### src/rtl/clock_mode_controller_if.sv
// Signal bundle between the clock sequencer and the six digit modules / button front end.
interface clock_mode_controller_if;
    logic        btnStart;
    logic        btnSet;
    logic        btnNext;
    logic        btnInc;
    logic [23:0] digitValues;
    logic [3:0]  state;
    logic [5:0]  tick;
    logic [23:0] setBus;
    logic [23:0] maxBits;
    logic [2:0]  setDigit;

    modport master (
        input  btnStart, btnSet, btnNext, btnInc, digitValues,
        output state, tick, setBus, maxBits, setDigit
    );

    modport slave (
        output btnStart, btnSet, btnNext, btnInc, digitValues,
        input  state, tick, setBus, maxBits, setDigit
    );
endinterface

### src/rtl/clock_mode_controller.sv
// Top-level sequencer for the six-digit 24-hour clock: mode FSM, one-second prescaler,
// carry-chain advance pulses, per-digit maximums and the set-mode shadow registers.
module clock_mode_controller #(
    parameter int unsigned TICK_DIV = 50000000,
    parameter int unsigned CNT_W    = 26
) (
    input  logic                    clk,
    input  logic                    reset,
    clock_mode_controller_if.master bus
);
    localparam int unsigned DIGITS = 6;
    localparam int unsigned NIB_W  = 4;
    localparam int unsigned BTN_W  = 4;

    localparam logic [CNT_W-1:0] CNT_LAST   = CNT_W'(TICK_DIV - 1);
    localparam logic [3:0]       MODE_RESET = 4'd0;
    localparam logic [3:0]       MODE_SET   = 4'd1;
    localparam logic [3:0]       MODE_START = 4'd3;

    typedef enum logic [2:0] {
        S_RESET,
        S_SET,
        S_RUN,
        S_PAUSE,
        S_CLR
    } fsm_t;

    fsm_t             r_fsm;
    fsm_t             w_fsm_next;
    logic [3:0]       r_state;
    logic [3:0]       w_state_next;
    logic [CNT_W-1:0] r_cnt;
    logic [CNT_W-1:0] w_cnt_next;
    logic             r_tick0;
    logic             w_tick0_next;
    logic [2:0]       r_set_digit;
    logic [2:0]       w_set_digit_next;
    logic [NIB_W-1:0] r_shadow      [DIGITS];
    logic [NIB_W-1:0] w_shadow_next [DIGITS];
    logic [NIB_W-1:0] w_max         [DIGITS];
    logic [NIB_W-1:0] w_hhb;

    logic [BTN_W-1:0] r_btn_prev;
    logic [BTN_W-1:0] w_btn;
    logic [BTN_W-1:0] w_rise;
    logic             w_go_start;
    logic             w_go_set;
    logic             w_go_next;
    logic             w_go_inc;

    logic [DIGITS-1:0] w_tick;
    logic              w_chain;

    // Rising-edge detect with Start > Set > Next > Inc priority; losers are dropped.
    assign w_btn      = {bus.btnInc, bus.btnNext, bus.btnSet, bus.btnStart};
    assign w_rise     = w_btn & ~r_btn_prev;
    assign w_go_start = w_rise[0];
    assign w_go_set   = w_rise[1] & ~w_rise[0];
    assign w_go_next  = w_rise[2] & ~(|w_rise[1:0]);
    assign w_go_inc   = w_rise[3] & ~(|w_rise[2:0]);

    // Hours-units limit follows the live digits while counting, the shadow while editing.
    always_comb begin
        w_hhb = ((r_fsm == S_RUN) || (r_fsm == S_PAUSE)) ? bus.digitValues[23:20] : r_shadow[5];
        w_max[0] = 4'd9;
        w_max[1] = 4'd5;
        w_max[2] = 4'd9;
        w_max[3] = 4'd5;
        w_max[4] = (w_hhb == 4'd2) ? 4'd3 : 4'd9;
        w_max[5] = 4'd2;
    end

    // Next-state, prescaler and shadow-edit logic.
    always_comb begin
        w_fsm_next       = r_fsm;
        w_cnt_next       = r_cnt;
        w_set_digit_next = r_set_digit;
        for (int i = 0; i < DIGITS; i++) begin
            w_shadow_next[i] = r_shadow[i];
        end

        case (r_fsm)
            S_RESET: begin
                if (w_go_start) begin
                    w_fsm_next = S_RUN;
                    w_cnt_next = '0;
                end else if (w_go_set) begin
                    w_fsm_next = S_SET;
                end
            end
            S_SET: begin
                if (w_go_start) begin
                    w_fsm_next = S_RUN;
                    w_cnt_next = '0;
                end else if (w_go_next) begin
                    w_set_digit_next = (r_set_digit == 3'd5) ? 3'd0 : r_set_digit + 3'd1;
                end else if (w_go_inc) begin
                    for (int i = 0; i < DIGITS; i++) begin
                        if (r_set_digit == 3'(i)) begin
                            w_shadow_next[i] = (r_shadow[i] == w_max[i]) ? '0 : r_shadow[i] + 4'd1;
                        end
                    end
                    // Moving the tens-of-hours to 2 must not leave an illegal 24..29.
                    if ((r_set_digit == 3'd5) && (w_shadow_next[5] == 4'd2) && (r_shadow[4] > 4'd3)) begin
                        w_shadow_next[4] = '0;
                    end
                end
            end
            S_RUN: begin
                if (w_go_start) begin
                    w_fsm_next = S_PAUSE;
                end else begin
                    w_cnt_next = (r_cnt == CNT_LAST) ? '0 : r_cnt + CNT_W'(1);
                end
            end
            S_PAUSE: begin
                if (w_go_start) begin
                    w_fsm_next = S_RUN;
                end else if (w_go_set) begin
                    w_fsm_next = S_CLR;
                    for (int i = 0; i < DIGITS; i++) begin
                        w_shadow_next[i] = bus.digitValues[NIB_W*i +: NIB_W];
                    end
                end
            end
            S_CLR: begin
                w_fsm_next = S_SET;
            end
            default: begin
                w_fsm_next = S_RESET;
            end
        endcase

        w_tick0_next = (w_fsm_next == S_RUN) && (w_cnt_next == CNT_LAST);

        case (w_fsm_next)
            S_SET:          w_state_next = MODE_SET;
            S_RUN, S_PAUSE: w_state_next = MODE_START;
            default:        w_state_next = MODE_RESET;
        endcase
    end

    always_ff @(posedge clk or posedge reset) begin
        if (reset) begin
            r_fsm       <= S_RESET;
            r_state     <= MODE_RESET;
            r_cnt       <= '0;
            r_tick0     <= 1'b0;
            r_set_digit <= '0;
            r_btn_prev  <= '0;
            for (int i = 0; i < DIGITS; i++) begin
                r_shadow[i] <= '0;
            end
        end else begin
            r_fsm       <= w_fsm_next;
            r_state     <= w_state_next;
            r_cnt       <= w_cnt_next;
            r_tick0     <= w_tick0_next;
            r_set_digit <= w_set_digit_next;
            r_btn_prev  <= w_btn;
            for (int i = 0; i < DIGITS; i++) begin
                r_shadow[i] <= w_shadow_next[i];
            end
        end
    end

    // Carry chain: a digit advances when every lower digit is at its maximum.
    always_comb begin
        w_chain = r_tick0;
        for (int i = 0; i < DIGITS; i++) begin
            w_tick[i] = w_chain;
            w_chain   = w_chain & (bus.digitValues[NIB_W*i +: NIB_W] == w_max[i]);
        end
    end

    assign bus.state    = r_state;
    assign bus.tick     = w_tick;
    assign bus.setDigit = r_set_digit;
    assign bus.setBus   = {r_shadow[5], r_shadow[4], r_shadow[3], r_shadow[2], r_shadow[1], r_shadow[0]};
    assign bus.maxBits  = {w_max[5], w_max[4], w_max[3], w_max[2], w_max[1], w_max[0]};
endmodule

### src/flat_wrapper.sv
// flat-port wrapper written by rule: the top's interface ports become plain ports
module clock_mode_controller_flat 
#(
    parameter int unsigned TICK_DIV = 50000000,
    parameter int unsigned CNT_W    = 26
)
  (clk, reset, bus_btnStart, bus_btnSet, bus_btnNext, bus_btnInc, bus_digitValues, bus_state, bus_tick, bus_setBus, bus_maxBits, bus_setDigit);
  clock_mode_controller_if bus_i ();
  input  logic clk;
  input  logic reset;
  input wire logic [$bits(bus_i.btnStart)-1:0] bus_btnStart;
  input wire logic [$bits(bus_i.btnSet)-1:0] bus_btnSet;
  input wire logic [$bits(bus_i.btnNext)-1:0] bus_btnNext;
  input wire logic [$bits(bus_i.btnInc)-1:0] bus_btnInc;
  input wire logic [$bits(bus_i.digitValues)-1:0] bus_digitValues;
  output wire logic [$bits(bus_i.state)-1:0] bus_state;
  output wire logic [$bits(bus_i.tick)-1:0] bus_tick;
  output wire logic [$bits(bus_i.setBus)-1:0] bus_setBus;
  output wire logic [$bits(bus_i.maxBits)-1:0] bus_maxBits;
  output wire logic [$bits(bus_i.setDigit)-1:0] bus_setDigit;
  assign bus_i.btnStart = bus_btnStart;
  assign bus_i.btnSet = bus_btnSet;
  assign bus_i.btnNext = bus_btnNext;
  assign bus_i.btnInc = bus_btnInc;
  assign bus_i.digitValues = bus_digitValues;
  assign bus_state = bus_i.state;
  assign bus_tick = bus_i.tick;
  assign bus_setBus = bus_i.setBus;
  assign bus_maxBits = bus_i.maxBits;
  assign bus_setDigit = bus_i.setDigit;
  clock_mode_controller #(.TICK_DIV(TICK_DIV), .CNT_W(CNT_W)) u_core (.clk(clk), .reset(reset), .bus(bus_i));
endmodule
### config.mk
export PLATFORM = sky130hd
export DESIGN_NAME = clock_mode_controller_flat
export DESIGN_NICKNAME = d
export VERILOG_FILES = /design/src/rtl/clock_mode_controller_if.sv /design/src/rtl/clock_mode_controller.sv /design/src/flat_wrapper.sv
export SDC_FILE = /design/constraint.sdc
export NUM_CORES = 1
export LEC_CHECK = 0
export CORE_MARGIN = 3
export CORE_UTILIZATION = 39
export DETAILED_ROUTE_END_ITERATION = 8
export GPL_TIMING_DRIVEN = 0
export SYNTH_ARGS = -nofsm -noshare
export SYNTH_HDL_FRONTEND = slang
export SYNTH_SLANG_ARGS = --single-unit
export TNS_END_PERCENT = 10
### constraint.sdc
create_clock -name clk -period 7.1 [get_ports clk]
set_input_delay 1.42 -clock clk [delete_from_list [all_inputs] [get_ports clk]]
set_output_delay 1.42 -clock clk [all_outputs]
set_load 0.05 [all_outputs]
==> results by group <==
STA
  – Slew @ Worst Pin: 0.809 ns
  – Tcrit/Tclk final: 0.737
  – Count of final hold-check violations: 0
  – Final setup vio count: 0
  – Slew Viols, Final: 0
  – RSZ-0062 raised after global routing: no
  – Maximum clock rate: 191 MHz
  – Setup TNS: 0 ns
  – Min cycle time layout: 5.23 ns
  – Clock skew: 0.0101 ns
  – Slew HR: 0.456

Die
  – Die area: 12,100 um2
  – Rows: 37
  – Num ports: 91
  – Core ar.: 10,400 um2
  – Initial Util: 0.404
  – DIE HEIGHT: 110 um
  – Die Width: 110 um

Drt
  – Drt wl/cell: 15.9 um
  – Vias: 4,116
  – Via/cell ratio: 5.57
  – Remaining DRCs: 0
  – WL final: 11,800 um
  – Router iterations before antenna repair: 5
  – DRT iter0 DRCs: 277
  – DRT antenna net count: 0

Place
  – Buffers added on ports: 66
  – Placed Cells: 724
  – Detail Placement HPWL: 8760 um
  – GP Congestion: 0.868

Yosys
  – Main area contributors after synthesis: dfrtp_1 37%, o21ai_0 5.2%, nand2_1 4.7%
  – Register area share after synthesis: 0.375
  – Simple-Gate Fraction of Synth Area: 0.263
  – Synth area leader: dfrtp_1
  – Fraction of registers with async set/reset: 1.00
  – Cell area after synthesis: 4210 um2
  – Synth top area share: 0.375
  – Synth Area in Compound Gates: 0.227
  – Largest family of logic cells by synthesized area: simple AND/OR/NAND/NOR gates
  – EDFF count, synth: 0
  – Top FF cell, synth: dfrtp_1
  – Xor/xnor share of the synthesized area: 0.0146
  – Adder-cell share of the synthesized area: 0.00892
  – Yosys reg bits: 63
  – Mux cell area share after synthesis: 0.0226
  – Post-Synthesis Cells: 499
  – Yosys warns: 0
  – Netlist cell types: 76
  – Syn avg cell area: 8.43 um2

Clock tree
  – Clock root cell: clkbuf_8
  – Clock latency on the worst-skew pair: 0.33 ns
  – Post-CTS Hold Buffers: 0
  – TritonCTS clock tree: done
  – Clock-pin transition on the worst setup and hold timing paths: 0.07 ns
  – Num CTS Buffers: 9
  – Clock sinks: 63
  – Post-CTS setup buffer count: 0
  – Clk buf depth: 2
  – H-tree levels: 3
  – Post-CTS sizing: 0

Setup path
  – R2R setup slack: 3.96 ns
  – Worst reg-to-reg path cell count: 9
  – WS Path Type: primary input to primary output
  – Critical Path AT: 3.81 ns
  – CP startpoint kind: primary input
  – CP Capture Type: primary output
  – Req. time, crit path: 5.68 ns
  – CP Max Fanout: 2

Finish
  – Multi-input logic area: 2350 um2
  – Reg area: 1580 um2
  – Ant. Diodes: 0
  – Ratio of cells with drive above 1 in the final layout: 0.118
  – Fillcell total: 1,012
  – Nets: 632
  – Fin cells: 739
  – Syn-to-layout area delta: 27.3%

Pwr
  – VDD IR-drop max: 183 uV
  – LEAKAGE: 2.19 nW
  – PD cells: 376 nW/um2

Status
  – Outcome: finished clean

Global route
  – Initial antenna violation count: 0
  – Grt ovf: 0
  – Vias in the first global route: 3,686
  – Largest net degree at the start of global routing: 42
  – Global-route wire length before repair: 18,900 um
  – GRT Overall Usage: 0.198

Min path
  – Hold WC Path Type: flip-flop to flip-flop
  – Hold Path Stages: 1

Flow run
  – Max_cap viols: 0
==> power by group <==
group          total, W  internal (W)  switching (W)
combinational   0.00110      0.000364       0.000736
clock          0.000337      0.000196       0.000140
sequential     0.000580      0.000450       0.000130
total           0.00202       0.00101        0.00101
==> cell families after synthesis <==
| group | count (synthesis) |
|---|---|
| DFF | 63 |
| adders and majority gates | 3 |
| AOI/OAI and AO/OA | 152 |
| buffers and inverters | 65 |
| other | 2 |
| and+or+nand+nor | 198 |
| xor gates and xnor gates | 7 |
| muxes | 9 |
==> synthesized netlist by cell type (all sizes together) (3+ instances only) <==
| master | instances |
|---|---|
| mux2 | 4 |
| nand2 | 53 |
| a21oi | 38 |
| a41oi | 3 |
| nor2b | 8 |
| inv | 14 |
| nand4 | 9 |
| o211ai | 4 |
| o21ai | 50 |
| nand4b | 3 |
| mux2i | 5 |
| nand3 | 21 |
| nand2b | 6 |
| ha | 3 |
| o22ai | 5 |
| a22oi | 4 |
| nor2 | 30 |
| o31ai | 10 |
| a31oi | 9 |
| buf | 38 |
| xnor2 | 3 |
| and2 | 6 |
| o22a | 3 |
| nor4 | 3 |
| nor4b | 9 |
| or3 | 5 |
| or2 | 4 |
| and4 | 3 |
| clkbuf | 13 |
| dfrtp | 63 |
| and3 | 10 |
| nor3 | 16 |
| a32oi | 3 |
| or4b | 3 |
| xor2 | 4 |
==> per-layer routing <==
metal  part of all wire  routed length, um  global-route usage  vias to the layer above
li1                   -                  -                   -                     1999
met1               0.47               5530               0.283                     1942
met2               0.44               5220               0.303                      157
met3              0.076                891              0.0329                       18
met4              0.012                146              0.0677                        0
met5                  0                  0                   0                        -
==> registers in the layout (all words and copies together), names as in the netlist <==
| register | count |
|---|---|
| u_core.r_cnt | 26 |
| u_core.r_fsm | 3 |
| u_core.bus.state | 2 |
| u_core.bus.setDigit | 3 |
| u_core.r_btn_prev | 4 |
| u_core.r_tick0 | 1 |
| u_core.bus.setBus | 24 |
==> per-stage QoR <==
stage	total power [W]	utilization	setup WS (ns)	hold slack [ns]	area [um2]
5_1_grt	0.00215	0.515	1.77	0.580	5360
2_1_floorplan	0.00132	-	0.675	0.482	4300
6_report	0.00202	0.515	1.87	0.539	5360
4_1_cts	0.00202	0.515	1.85	0.538	5360
3_5_place_dp	0.00168	0.494	1.86	0.523	5150
3_3_place_gp	0.00167	0.492	1.87	0.522	5130
==> worst paths after layout <==
path	to	startpoint
setup / recovery	bus_tick[5]	bus_digitValues[1]
hold / removal	u_core.r_cnt[9]	u_core.r_cnt[9]
setup reg to reg	u_core.r_tick0	u_core.r_cnt[0]
hold reg to reg	u_core.r_cnt[9]	u_core.r_cnt[9]
max in group asynchronous	u_core.bus.setBus[20]	reset
min in group asynchronous	u_core.r_cnt[20]	reset
==> placed cells by master (no fill, tap or decap), types with 7 or more instances in the layout <==
| cell type | count |
|---|---|
| nor4b_1 | 7 |
| nand2_1 | 53 |
| buf_2 | 10 |
| conb_1 | 24 |
| nor3_1 | 14 |
| nand3_1 | 21 |
| a31oi_1 | 9 |
| and3_1 | 10 |
| a21oi_1 | 38 |
| buf_4 | 26 |
| nand4_1 | 9 |
| o31ai_1 | 10 |
| o21ai_0 | 44 |
| inv_1 | 13 |
| clkbuf_1 | 14 |
| clkdlybuf4s50_1 | 66 |
| nor2b_1 | 8 |
| nor2_1 | 29 |
| clkbuf_8 | 9 |
| dfrtp_1 | 63 |
==> critical path: stages <==
cell             delay [ns]
clkdlybuf4s50_1        0.42
nand4b_1               0.21
nor3_1                 0.24
nor4b_2                0.30
and2_1                 0.21
and4b_1                0.20
clkdlybuf4s50_1        0.80
==> layout make-up <==
type,count,area share
Sequential cell,63,0.294
Multi-Input combinational cell,393,0.439
Inverter,14,0.00980
Clock inverter,5,0.0156
Buffer,51,0.0591
Tap cell,136,0.0317
Timing Repair Buffer,67,0.127
Clock buffer,10,0.0238
Note: power is estimated with default switching activity, not from simulation.
